File: config.mk
export PLATFORM = sky130hd
export DESIGN_NAME = seq_signed_div
export DESIGN_NICKNAME = d
export VERILOG_FILES = /design/src/rtl/seq_signed_div.sv
export SDC_FILE = /design/constraint.sdc
export NUM_CORES = 1
export LEC_CHECK = 0
export CORE_AREA = 2 2 141 143
export CTS_CLUSTER_DIAMETER = 150
export DETAILED_ROUTE_END_ITERATION = 7
export DIE_AREA = 0 0 143 145
export PLACE_DENSITY = 0.49
export REMOVE_ABC_BUFFERS = 1
export SKIP_CTS_REPAIR_TIMING = 1
export SLEW_MARGIN = 20
export SYNTH_ARGS = -nofsm -noshare
export SYNTH_HDL_FRONTEND = slang
export SYNTH_SLANG_ARGS = --single-unit
File: constraint.sdc
create_clock -name clk_i -period 6.6 [get_ports clk_i]
set_clock_uncertainty 0.15 [all_clocks]
set_input_delay 0.66 -clock clk_i [delete_from_list [all_inputs] [get_ports clk_i]]
set_output_delay 0.66 -clock clk_i [all_outputs]
set_load 0.03 [all_outputs]
File: src/rtl/seq_signed_div.sv
// Iterative 16-bit signed divider: restoring radix-2 on magnitudes, one quotient bit per clock.
// Start/done handshake with fixed 17-cycle latency (1 cycle for divide-by-zero).
module seq_signed_div (
    input  logic        clk_i,
    input  logic        n_rst_i,
    input  logic        start_i,
    input  logic [15:0] dividend_i,
    input  logic [15:0] divisor_i,
    output logic [15:0] quotient_o,
    output logic [15:0] remainder_o,
    output logic        busy_o,
    output logic        done_o,
    output logic        div_by_zero_o,
    output logic        overflow_o
);
    typedef enum logic [1:0] {IDLE, CALC, FIX} state_t;

    state_t      state_q;
    logic [15:0] d_q;
    logic [15:0] dmag_q;
    logic [16:0] r_q;
    logic [3:0]  cnt_q;
    logic        sign_q_q, sign_r_q, ovf_case_q;
    logic [15:0] quotient_q, remainder_q;
    logic        busy_q, done_q, dbz_q, ovf_q;

    logic [15:0] dvd_mag_d, dvs_mag_d;
    logic [16:0] r_shift_d, r_sub_d;
    logic        ge_d;

    assign dvd_mag_d = dividend_i[15] ? (~dividend_i + 16'd1) : dividend_i;
    assign dvs_mag_d = divisor_i[15]  ? (~divisor_i  + 16'd1) : divisor_i;

    // Partial remainder stays below |divisor| <= 32768, so the shift never loses a set bit.
    assign r_shift_d = (r_q << 1) | {16'd0, d_q[15]};
    assign ge_d      = r_shift_d >= {1'b0, dmag_q};
    assign r_sub_d   = r_shift_d - {1'b0, dmag_q};

    always_ff @(posedge clk_i) begin
        if (!n_rst_i) begin
            state_q     <= IDLE;
            d_q         <= '0;
            dmag_q      <= '0;
            r_q         <= '0;
            cnt_q       <= '0;
            sign_q_q    <= 1'b0;
            sign_r_q    <= 1'b0;
            ovf_case_q  <= 1'b0;
            quotient_q  <= '0;
            remainder_q <= '0;
            busy_q      <= 1'b0;
            done_q      <= 1'b0;
            dbz_q       <= 1'b0;
            ovf_q       <= 1'b0;
        end else begin
            done_q <= 1'b0;
            case (state_q)
                IDLE: begin
                    if (start_i) begin
                        if (divisor_i == 16'd0) begin
                            quotient_q  <= 16'hFFFF;
                            remainder_q <= dividend_i;
                            dbz_q       <= 1'b1;
                            ovf_q       <= 1'b0;
                            done_q      <= 1'b1;
                            busy_q      <= 1'b0;
                        end else begin
                            d_q        <= dvd_mag_d;
                            dmag_q     <= dvs_mag_d;
                            r_q        <= '0;
                            cnt_q      <= '0;
                            sign_q_q   <= dividend_i[15] ^ divisor_i[15];
                            sign_r_q   <= dividend_i[15];
                            ovf_case_q <= (dividend_i == 16'h8000) && (divisor_i == 16'hFFFF);
                            busy_q     <= 1'b1;
                            state_q    <= CALC;
                        end
                    end
                end
                CALC: begin
                    r_q   <= ge_d ? r_sub_d : r_shift_d;
                    d_q   <= {d_q[14:0], ge_d};
                    cnt_q <= cnt_q + 4'd1;
                    if (cnt_q == 4'd15)
                        state_q <= FIX;
                end
                FIX: begin
                    // 0x8000 / -1 wraps naturally: magnitude 32768 with positive sign reads as 0x8000.
                    quotient_q  <= sign_q_q ? (~d_q + 16'd1) : d_q;
                    remainder_q <= sign_r_q ? (~r_q[15:0] + 16'd1) : r_q[15:0];
                    ovf_q       <= ovf_case_q;
                    dbz_q       <= 1'b0;
                    done_q      <= 1'b1;
                    busy_q      <= 1'b0;
                    state_q     <= IDLE;
                end
                default: state_q <= IDLE;
            endcase
        end
    end

    assign quotient_o    = quotient_q;
    assign remainder_o   = remainder_q;
    assign busy_o        = busy_q;
    assign done_o        = done_q;
    assign div_by_zero_o = dbz_q;
    assign overflow_o    = ovf_q;
endmodule

# Word level (Yosys, flattened, before mapping)
# Index checks and enable logic that the tools add are counted.
totals:
  regBits: 93
  input_bits: 35
op_classes:
  addsub: 6
  magnitude_cmp: 1
  eq_ne: 9
  mux: 36
  n_bitwise: 7
  reduce_logical: 10
ops:
  columns: ["op", "count"]
  rows:
  - ["$mux W16", 13]
  - ["$pmux W16 S2", 4]
  - ["$add A16 B1 Y16 const B", 4]
  - ["$not A16 Y16", 4]
  - ["$eq A16 B16 Y1 const B", 2]
  - ["$ge A17 B16 Y1", 1]
  - ["$or A17 B1 Y17", 1]
  - ["$logic_not A16 Y1", 1]
  - ["$sub A16 B16 Y16", 1]
  - ["$reduce_and A3 Y1", 4]
  - ["$mux W1", 8]
  - ["$mux W4", 2]
  - ["$ne A2 B2 Y1 const B", 4]
  - ["$pmux W1 S2", 4]
  - ["$pmux W4 S2", 1]
  - ["$mux W2", 3]
  - ["$add A4 B1 Y4 const B", 1]
  - ["$eq A4 B4 Y1 const B", 1]
  - ["$pmux W2 S2", 1]
  - ["$reduce_bool A2 Y1", 2]
  - ["$eq A2 B1 Y1 const B", 1]
  - ["$eq A2 B2 Y1 const B", 1]
  - ["$logic_not A2 Y1", 1]
  - ["$reduce_and A2 Y1", 1]
  - ["3 further kinds", 3]

# Logic depth before layout (Yosys ltp)
# Gate-level depths: netlist (run 1).
depth:
  word_depth: 6
  ltp_mapped: 12
  depth_no_buf: 12

# Worst setup path before layout (run 1)
# OpenSTA, ideal clock, no wires.
synth_path:
  kind: "input -> register"
  start: "in divisor_i[2]"
  end: "reg remainder_q[15], in the netlist remainder_o[15]"
  setup_time_ps: 89
  arrival_ps: 2638
  t_required_ps: 6361
  slack_ps: 3723
  stages: 8
  n_path_buf: 1
  cell_sequence: "or4_1 -> nor2_2 -> nand3_1 -> or4_4 -> nor3_4 -> buf_6 -> nand2_1 -> a311oi_2"
synth_via:
  elab_chain_len: 3
synth_rtl:
  columns: ["element", "line_no", "text"]
  rows:
  - ["start: declaration", "8", "input logic [15:0] divisor_i,"]
  - ["$logic_not A16 Y1", "60", "if (divisor_i == 16'd0) begin"]
  - ["$ne A2 B2 Y1 (no line)", null, null]
  - ["$reduce_and A3 Y1 (no line)", null, null]
  - ["end signal: assignment", "62", "remainder_q <= dividend_i;"]
  - ["end signal: assignment", "90", "remainder_q <= sign_r_q ? (~r_q[15:0] + 16'd1) : r_q[15:0];"]
  - ["end: declaration", "24", "logic [15:0] quotient_q, remainder_q;"]
# No other way between the ends.
# A chain may end at the register's enable or synchronous reset.

# Worst setup path after layout (run 1)
layout_path:
  start: "in divisor_i[2]"
  end: "reg r_q[15]"
layout_via:
  elab_chain_len: 3
layout_rtl:
  columns: ["element", "line_no", "text"]
  rows:
  - ["$logic_not A16 Y1", "60", null]
  - ["$ne A2 B2 Y1 (no line)", null, null]
  - ["$reduce_and A3 Y1 (no line)", null, null]
  - ["end signal: assignment", "81", "r_q <= ge_d ? r_sub_d : r_shift_d;"]
  - ["end: declaration", "21", "logic [16:0] r_q;"]
# No other way between the ends.

==> results of run 1 <==
[cells by family (layout without fill, tap and decap cells)]
family	Yosys count	count (layout)	synth area share (%)
AO/OA/AOI/OAI	190	190	24.6
multiplexers	6	6	1.08
adder cells (fa/ha/maj)	23	23	5.20
XOR/XNOR	66	66	10.2
flip-flops	93	93	32.8
buffers and inverters	67	124	5.00
AND/OR/NAND/NOR	264	264	21.2
[path summary, 6_finish.rpt]
kind / startpoint / to / slack [ns] / cells after the start
worst max-delay path: divisor_i[2] / r_q[15] / 2.66 / 9
worst min-delay path: dmag_q[0] / dmag_q[0] / 0.31 / 2
worst max register to register: r_q[8] / r_q[15] / 3.27 / 9
worst min register to register: dmag_q[0] / dmag_q[0] / 0.31 / 2
[metal layers]
metal  track usage [%]  up-vias  part of all wire [%]  wire [um]
met5                 0        -                     0          0
met4              5.79        0                   2.9        483
met3              3.04       24                   4.2        695
li1                  -     2666                     -          -
met2              24.7      135                    45       7420
met1              22.0     2525                    48       7820
[worst max-delay path: cells and delay by family]
kind | cells | cell delay, ns
buf+inv | 1 | 0.51
simple gates | 6 | 2.06
compound gates | 2 | 0.86
[flip-flops by register name, indices dropped and copies added (netlist names), 2 cells and up]
| name | count |
|---|---|
| remainder_o | 16 |
| cnt_q | 4 |
| quotient_o | 16 |
| dmag_q | 16 |
| state_q | 2 |
| d_q | 16 |
| r_q | 16 |
[synthesized netlist by cell type (all sizes together), types with 5 or more instances]
library cell	n	area share, %
a211oi	27	3.7
a21o	5	0.66
a21oi	36	3.2
a221oi	18	2.8
a22oi	5	0.66
a311oi	15	3.4
a32oi	5	0.77
buf	10	1.2
clkbuf	27	1.8
dfxtp	93	33
ha	22	4.8
inv	30	2.0
mux2i	5	0.88
nand2	97	6.4
nand3	18	1.6
nand4	6	0.66
nor2	91	6.1
nor2b	5	0.55
nor3	10	1.2
o21ai	38	3.3
o31ai	19	2.5
or3	9	0.99
or4	8	1.2
xnor2	42	6.5
xor2	24	3.7
[metrics by stage]
stage                     setup WS (ns)  cells
after floorplan                    3.29    672
after global placement             2.39   1015
final                              2.66   1031
after global routing               2.41   1031
after detailed placement           2.29   1015
after CTS                          2.66   1031
[power by group]
part	internal, mW	switching [mW]	leakage, nW
registers	0.615	0.0902	0.757
logic	0.418	0.600	1.57
clock network	0.298	0.244	0.143
[final cells by class]
class                   instances  share of cell area, %
inverters                      30                   1.63
clock buffers                   9                   3.25
well taps                     265                   4.79
multi-input cells             549                   51.3
clock inverters                 7                   1.16
repair buffers                 78                   11.0
flip-flops and latches         93                   26.9
==> run_results.csv, run 1 <==
group,metric,value,unit
grt,antenna_found_initial,0,
setup_path,crit_path_start_kind,"input port",
synth,synth-seq-cells,93,
synth,ys_seq_area_share,32.8,%
synth,async_flop_share,0,%
power,p_total,2.27,mW
setup_path,crit_type,"input port to register",
flow_run,cap_violations,0,
timing,setup_viol,0,
setup_path,cp.arrival,4.09,ns
floorplan,die_h,145,um
grt,grt_max_degree,74,
timing,drv_slew,0,
setup_path,critical_path.slowest_cell,"a31oi_4",
synth,yosysWarningCount,0,
clocking,clock_sinks,93,
clocking,clockRootBuffer,"clkbuf_16",
floorplan,rows,51,
floorplan,core_area,19200,um2
synth,synth_edf_count,0,
finish,register_area,1860,um2
clocking,cts_tree,"built",
clocking,cts_buffers,9,
outcome,status,"completed",
floorplan,ios,71,
setup_path,cp_slowest_stage_delay,0.71,ns
grt,track_usage,16.0,%
floorplan,die_w,143,um
place,place_congestion,0.866,
detailed_routing,via_per_inst,5.19,
finish,area_growth,21.8,%
place,port_buffers,70,
synth,avgSynthCellArea,8.01,um2
synth,syn_area,5680,um2
finish,layout_commonest_cell,"nand2_1",
clocking,clk_pin_slew_worst_paths,0.07,ns
clocking,cts_max_level,3,
detailed_routing,vias,5350,
detailed_routing,ant_nets,0,
synth,yosys.cell_types.count,61,
setup_path,required,6.75,ns
detailed_routing,wl_per_cell,15.9,um
floorplan,dieArea,20700,um2
detailed_routing,dr.pass1.iters,5,
finish,nets,819,
timing,relSlewSlack,39.9,%
timing,hold_viol,0,
clocking,worst_skew_pair.late_latency,0.36,ns
setup_path,crit_fanout,32,
setup_path,cpMostUsedCell,"nand3_1",
clocking,clockBufferDepth,2,
grt,grt_pass1_wl,26600,um
finish,final_cell_area,6920,um2
floorplan,start_util,29.6,%
detailed_routing,drc,0,
timing,max_freq,254,MHz
timing,period_share,59.7,%
power,p_leak,2.47,nW
grt,grt_pass1_vias,5034,
timing,finalCriticalPeriod,3.94,ns
finish,final_util,36.0,%
detailed_routing,drt_wl_total,16400,um
timing,tns,0,ns
detailed_routing,drt_iter0_markers,405,
setup_path,cp-end-kind,"register",
synth,synthFlopType,"dfxtp_1",
finish,layout_common_cells,"nand2_1 (97), dfxtp_1 (93), nor2_1 (88), clkdlybuf4s50_1 (70), xnor2_1 (42)",
synth,syn_inst,709,
timing,fin_hold_ws,0.309,ns
place,place_area,6610,um2
place,place_hpwl,12400,um
grt,grt.overflow.total,0,
hold_path,min-delay-path-class,"register to register",
power,ir_drop,0.000152,V
setup_path,path_cells,"clkdlybuf4s50_1 > or4_1 > nor2_2 > nand3_1 > or4_4 > a31oi_4 > and2_1 > a2bb2oi_1 > nand3_1",
finish,drive_above_1_share,6.40,%
finish,multi_input_area,3550,um2
timing,grt_setup_unrepaired,"no",
finish,n_antenna_cell,0,
timing,tightest_slew,0.899,ns
power,p_per_area,327,nW/um2
finish,fillers,1980,
No activity file was read; power rests on OpenSTA's default activity.
==> run 2: changes to the inputs <==
Clock period 6.6 ns to 4 ns, I/O delays scaled along.
==> run 2 against run 1 <==
  * Die area is the same
  * Worst setup slack lost 2.1 ns
  * Via count shrank 0.79%
  * Combinational power grew 65%
  * Cell count grew 0.39%
  * Total power grew 64%
  * First-iteration DRC count shrank 21%
  * Non-clock buffer count grew 4
  * Sequential cell count is the same
  * Register-to-register slack lost 2.7 ns
  * Critical path depth is the same
  * Largest cell class unchanged
==> run_results.csv, run 2 (synthesis gave the netlist of run 1 again) <==
group,metric,value,unit
grt,grt_max_degree,73,
timing,drv_slew,0,
timing,hold_viol,0,
timing,tightest_slew,0.834,ns
setup_path,setup.worst_path.start,"r_q[8]",
setup_path,critical_path.slowest_cell,"ha_1",
setup_path,path_cells,"ha_1 > nand4_1 > or3_1 > o221a_2 > o21ai_1 > a21o_1 > nand2_1 > a211o_1 > nand3_1",
hold_path,min_to,"div_by_zero_o",
grt,track_usage,16.1,%
clocking,cts_tree,"built",
clocking,worst_skew_pair.late_latency,0.37,ns
setup_path,r2r_cells,9,
finish,area_growth,22.1,%
timing,grt_setup_unrepaired,"no",
clocking,clock_sinks,93,
timing,tns,0,ns
setup_path,cp.arrival,3.59,ns
finish,nets,823,
place,place_congestion,0.881,
detailed_routing,via_per_inst,5.13,
power,p_per_area,535,nW/um2
setup_path,timing.rr.end,"r_q[15]",
setup_path,crit_fanout,10,
clocking,clockBufferDepth,2,
hold_path,whs_path_depth,2,
clocking,clk_pin_slew_worst_paths,0.07,ns
detailed_routing,drt_wl_total,16600,um
setup_path,cp_slowest_stage_delay,0.47,ns
clocking,clockRootBuffer,"clkbuf_16",
detailed_routing,wl_per_cell,16.0,um
grt,antenna_found_initial,0,
setup_path,cp_num_buf_inv,0,
setup_path,crit_type,"register to register",
floorplan,die_h,145,um
clocking,cts_max_level,3,
power,ir_drop,0.000371,V
flow_run,cap_violations,0,
timing,relSlewSlack,44.4,%
floorplan,core_area,19200,um2
setup_path,r2r_start,"r_q[8]",
floorplan,start_util,29.6,%
floorplan,ios,71,
setup_path,critPathTopFamily,"compound AO/OA/AOI/OAI gates",
floorplan,die_w,143,um
detailed_routing,dr.pass1.iters,4,
detailed_routing,vias,5308,
grt,grt.overflow.total,0,
place,place_ws,0.588,ns
timing,layout_setup_ws,0.562,ns
place,port_buffers,70,
setup_path,cp-end-kind,"register",
finish,n_antenna_cell,0,
timing,setup_viol,0,
finish,layout_commonest_cell,"nand2_1",
grt,grt_pass1_wl,26600,um
timing,period_share,85.9,%
finish,register_area,1860,um2
floorplan,dieArea,20700,um2
finish,fillers,1976,
detailed_routing,drt_iter0_markers,320,
timing,finalCriticalPeriod,3.44,ns
finish,multi_input_area,3550,um2
setup_path,required,4.15,ns
place,place_hpwl,12500,um
outcome,status,"completed",
grt,grt_pass1_vias,5070,
timing,max_freq,291,MHz
finish,drive_above_1_share,7.01,%
finish,layout_common_cells,"nand2_1 (96), dfxtp_1 (93), nor2_1 (88), clkdlybuf4s50_1 (70), xnor2_1 (42)",
setup_path,rrSetupSlack,0.56,ns
floorplan,rows,51,
hold_path,min-delay-path-class,"register to register",
detailed_routing,ant_nets,0,
detailed_routing,drc,0,
clocking,cts_buffers,9,
finish,final_util,36.1,%
setup_path,crit_path_start_kind,"register",
hold_path,worstHoldStart,"div_by_zero_o",
power,p_leak,2.48,nW
run 2: cell types whose count changed in the layout (fill, tap and decap cells not counted), sizes merged:
cell      previous run  this run
buf                  8        12
bufinv               1         0
clkinv               1         2
clkinvlp             2         1
inv                 33        34
run 2: cell type report:
class,count,area share [%]
Inverter,30,1.62
Multi-Input combinational cell,549,51.2
Timing Repair Buffer,82,11.4
Clock inverter,7,0.902
Sequential cell,93,26.8
Tap cell,265,4.78
Clock buffer,9,3.25
run 2: worst max path at each step:
| stage | endpoint | slack (ns) | depth (start not counted) |
|---|---|---|---|
| finish | r_q[15] | 0.56 | 9 |
| detailed placement | d_q[9] | 0.59 | 9 |
| CTS | r_q[15] | 0.60 | 9 |
| global route | r_q[15] | 0.35 | 9 |
| floorplan | r_q[15] | 0.95 | 8 |
| global placement | d_q[7] | 0.63 | 10 |
run 2: worst reg2reg max path: cells and delay by family (launching register included):
kind | cells | cell delay, ns
flops | 1 | 0.41
simple gates | 4 | 0.92
fa+ha+maj | 1 | 0.47
compound gates | 4 | 1.42
run 2: routing by layer:
layer	part of all wire [%]	routed length, um	global-route usage (%)	up-vias
met2	47	7790	26.6	108
met5	0	0	0	-
met1	48	7900	21.4	2515
met4	1.9	318	5.69	0
li1	-	-	-	2665
met3	3.6	600	2.31	20
run 2: power by group:
part	switching, mW	internal, mW	leakage (nW)	total [mW]
sequential	0.150	1.01	0.757	1.16
combinational	0.992	0.692	1.59	1.68
clock	0.425	0.435	0.139	0.860
run 2: per-stage QoR:
| step | std cells | total power, mW | cell area (um2) | hold slack [ns] |
|---|---|---|---|---|
| after global placement | 1019 | 2.83 | 6640 | 0.296 |
| after detailed placement | 1019 | 2.85 | 6640 | 0.308 |
| after CTS | 1035 | 3.73 | 6930 | 0.317 |
| after floorplan | 672 | 2.37 | 5510 | 0.282 |
| final | 1035 | 3.71 | 6930 | 0.311 |
| after global routing | 1035 | 3.99 | 6930 | 0.334 |
==> run 3: changes to the inputs <==
Settings changed: CTS_BUF_LIST from default to sky130_fd_sc_hd__clkbuf_4, TNS_END_PERCENT from default to 100.
==> run 3 against run 2 <==
  * Sequential share of layout area increased by 0.62 points
  * Core utilization fell by 0.82 points
  * Worst hold slack gained 0.0096 ns
  * Highest routed layer unchanged
  * Clock-buffer cell count stayed put
  * Largest power group unchanged
==> run_results.csv, run 3 (synthesis gave the netlist of run 1 again) <==
group,metric,value,unit
finish,fillers,1994,
power,seq_power_share,34.6,%
setup_path,r2r_start,"r_q[8]",
detailed_routing,wl_per_cell,15.9,um
clocking,clockBufferDepth,2,
timing,tightest_slew,0.823,ns
setup_path,crit_fanout,10,
detailed_routing,drc,0,
setup_path,timing.rr.end,"r_q[15]",
setup_path,required,4.29,ns
grt,grt_pass1_wl,26500,um
place,place_congestion,0.881,
clocking,cts_tree,"built",
power,ir_drop,0.000369,V
finish,layout_common_cells,"nand2_1 (96), dfxtp_1 (93), nor2_1 (88), clkdlybuf4s50_1 (70), xnor2_1 (42)",
floorplan,dieArea,20700,um2
timing,drv_slew,0,
finish,multi_input_area,3550,um2
timing,max_freq,290,MHz
finish,n_antenna_cell,0,
finish,layout_commonest_cell,"nand2_1",
floorplan,ios,71,
timing,setup_viol,0,
power,p_leak,2.41,nW
power,p_comb_share,49.9,%
outcome,status,"completed",
detailed_routing,vias,5324,
finish,area_growth,19.3,%
setup_path,cp_num_buf_inv,0,
hold_path,whs_path_depth,2,
hold_path,min_to,"div_by_zero_o",
setup_path,critPathTopFamily,"compound AO/OA/AOI/OAI gates",
setup_path,crit_path_start_kind,"register",
power,switching_share,45.1,%
timing,hold_viol,0,
setup_path,path_cells,"ha_1 > nand4_1 > or3_1 > o221a_2 > o21ai_1 > a21o_1 > nand2_1 > a211o_1 > nand3_1",
floorplan,rows,51,
timing,relSlewSlack,45.1,%
grt,grt_pass1_vias,5043,
clocking,clock_sinks,93,
finish,nets,823,
clocking,clockRootBuffer,"clkbuf_4",
detailed_routing,via_per_inst,5.14,
floorplan,die_w,143,um
power,p_per_area,497,nW/um2
grt,track_usage,16.1,%
timing,tns,0,ns
grt,grt_max_degree,73,
timing,finalCriticalPeriod,3.45,ns
setup_path,critical_path.slowest_cell,"ha_1",
hold_path,worstHoldStart,"div_by_zero_o",
detailed_routing,drt_wl_total,16500,um
setup_path,rrSetupSlack,0.55,ns
setup_path,r2r_cells,9,
power,p_total,3.37,mW
timing,period_share,86.2,%
detailed_routing,drt_iter0_markers,338,
timing,grt_setup_unrepaired,"no",
floorplan,core_area,19200,um2
clocking,cts_max_level,3,
clocking,cts_buffers,9,
hold_path,min-delay-path-class,"register to register",
floorplan,start_util,29.6,%
detailed_routing,ant_nets,0,
place,port_buffers,70,
setup_path,cp-end-kind,"register",
clocking,worst_skew_pair.late_latency,0.51,ns
setup_path,crit_type,"register to register",
flow_run,cap_violations,0,
power,p_switching,1.52,mW
setup_path,cp_slowest_stage_delay,0.47,ns
finish,register_area,1860,um2
power,internal_power,1.85,mW
floorplan,die_h,145,um
grt,grt.overflow.total,0,
power,clockPowerShare,15.5,%
grt,antenna_found_initial,0,
setup_path,cp.arrival,3.73,ns
place,place_hpwl,12500,um
finish,drive_above_1_share,7.01,%
detailed_routing,dr.pass1.iters,5,
clocking,clk_pin_slew_worst_paths,0.15,ns
## run 3: cell counts in the layout (fill, tap and decap cells not counted)
Identical to the previous run, type by type.
## run 3: per-layer routing
metal  global-route usage (%)  routed length [um]
met1                     21.3                7730
met2                     26.4                7790
met3                     2.51                 702
met4                     5.25                 267
met5                        0                   0
## run 3: per-stage QoR
| step | worst slack [ns] | utilization, % | cell area, um2 | std cells | hold slack (ns) |
|---|---|---|---|---|---|
| detailed placement | 0.588 | 34.6 | 6640 | 1019 | 0.308 |
| global placement | 0.631 | 34.6 | 6640 | 1019 | 0.296 |
| global route | 0.329 | 35.3 | 6780 | 1035 | 0.345 |
| CTS | 0.586 | 35.2 | 6770 | 1035 | 0.327 |
| floorplan | 0.948 | - | 5510 | 672 | 0.282 |
| finish | 0.553 | 35.3 | 6780 | 1035 | 0.321 |
## run 3: tightest hold or removal path, stage by stage (launching register included)
cell and delay (ns):
dfxtp_1 0.34, nand2_1 0.05, a21oi_1 0.05
## run 3: layout make-up
type	count	area share, %
timing repair buffer	82	11.7
tap	265	4.89
clock buffer	9	0.997
sequential	93	27.5
clock inverter	7	0.923
inverter	30	1.66
multi-input combinational	549	52.4
## run 3: power by group through the flow
stage	Clock [mW]	Combinational [mW]	Sequential (mW)
floorplan	0	1.24	1.13
global placement	0	1.65	1.18
detailed placement	0	1.67	1.18
CTS	0.542	1.68	1.16
global route	0.582	1.88	1.19
finish	0.520	1.68	1.17
## run 3: worst max-delay path by stage
stage / start / to / cells after the start
2_1_floorplan: divisor_i[2] / r_q[15] / 8
3_3_place_gp: divisor_i[2] / d_q[7] / 10
3_5_place_dp: divisor_i[2] / d_q[9] / 9
4_1_cts: r_q[8] / r_q[15] / 9
5_1_grt: r_q[8] / r_q[15] / 9
6_report: r_q[8] / r_q[15] / 9
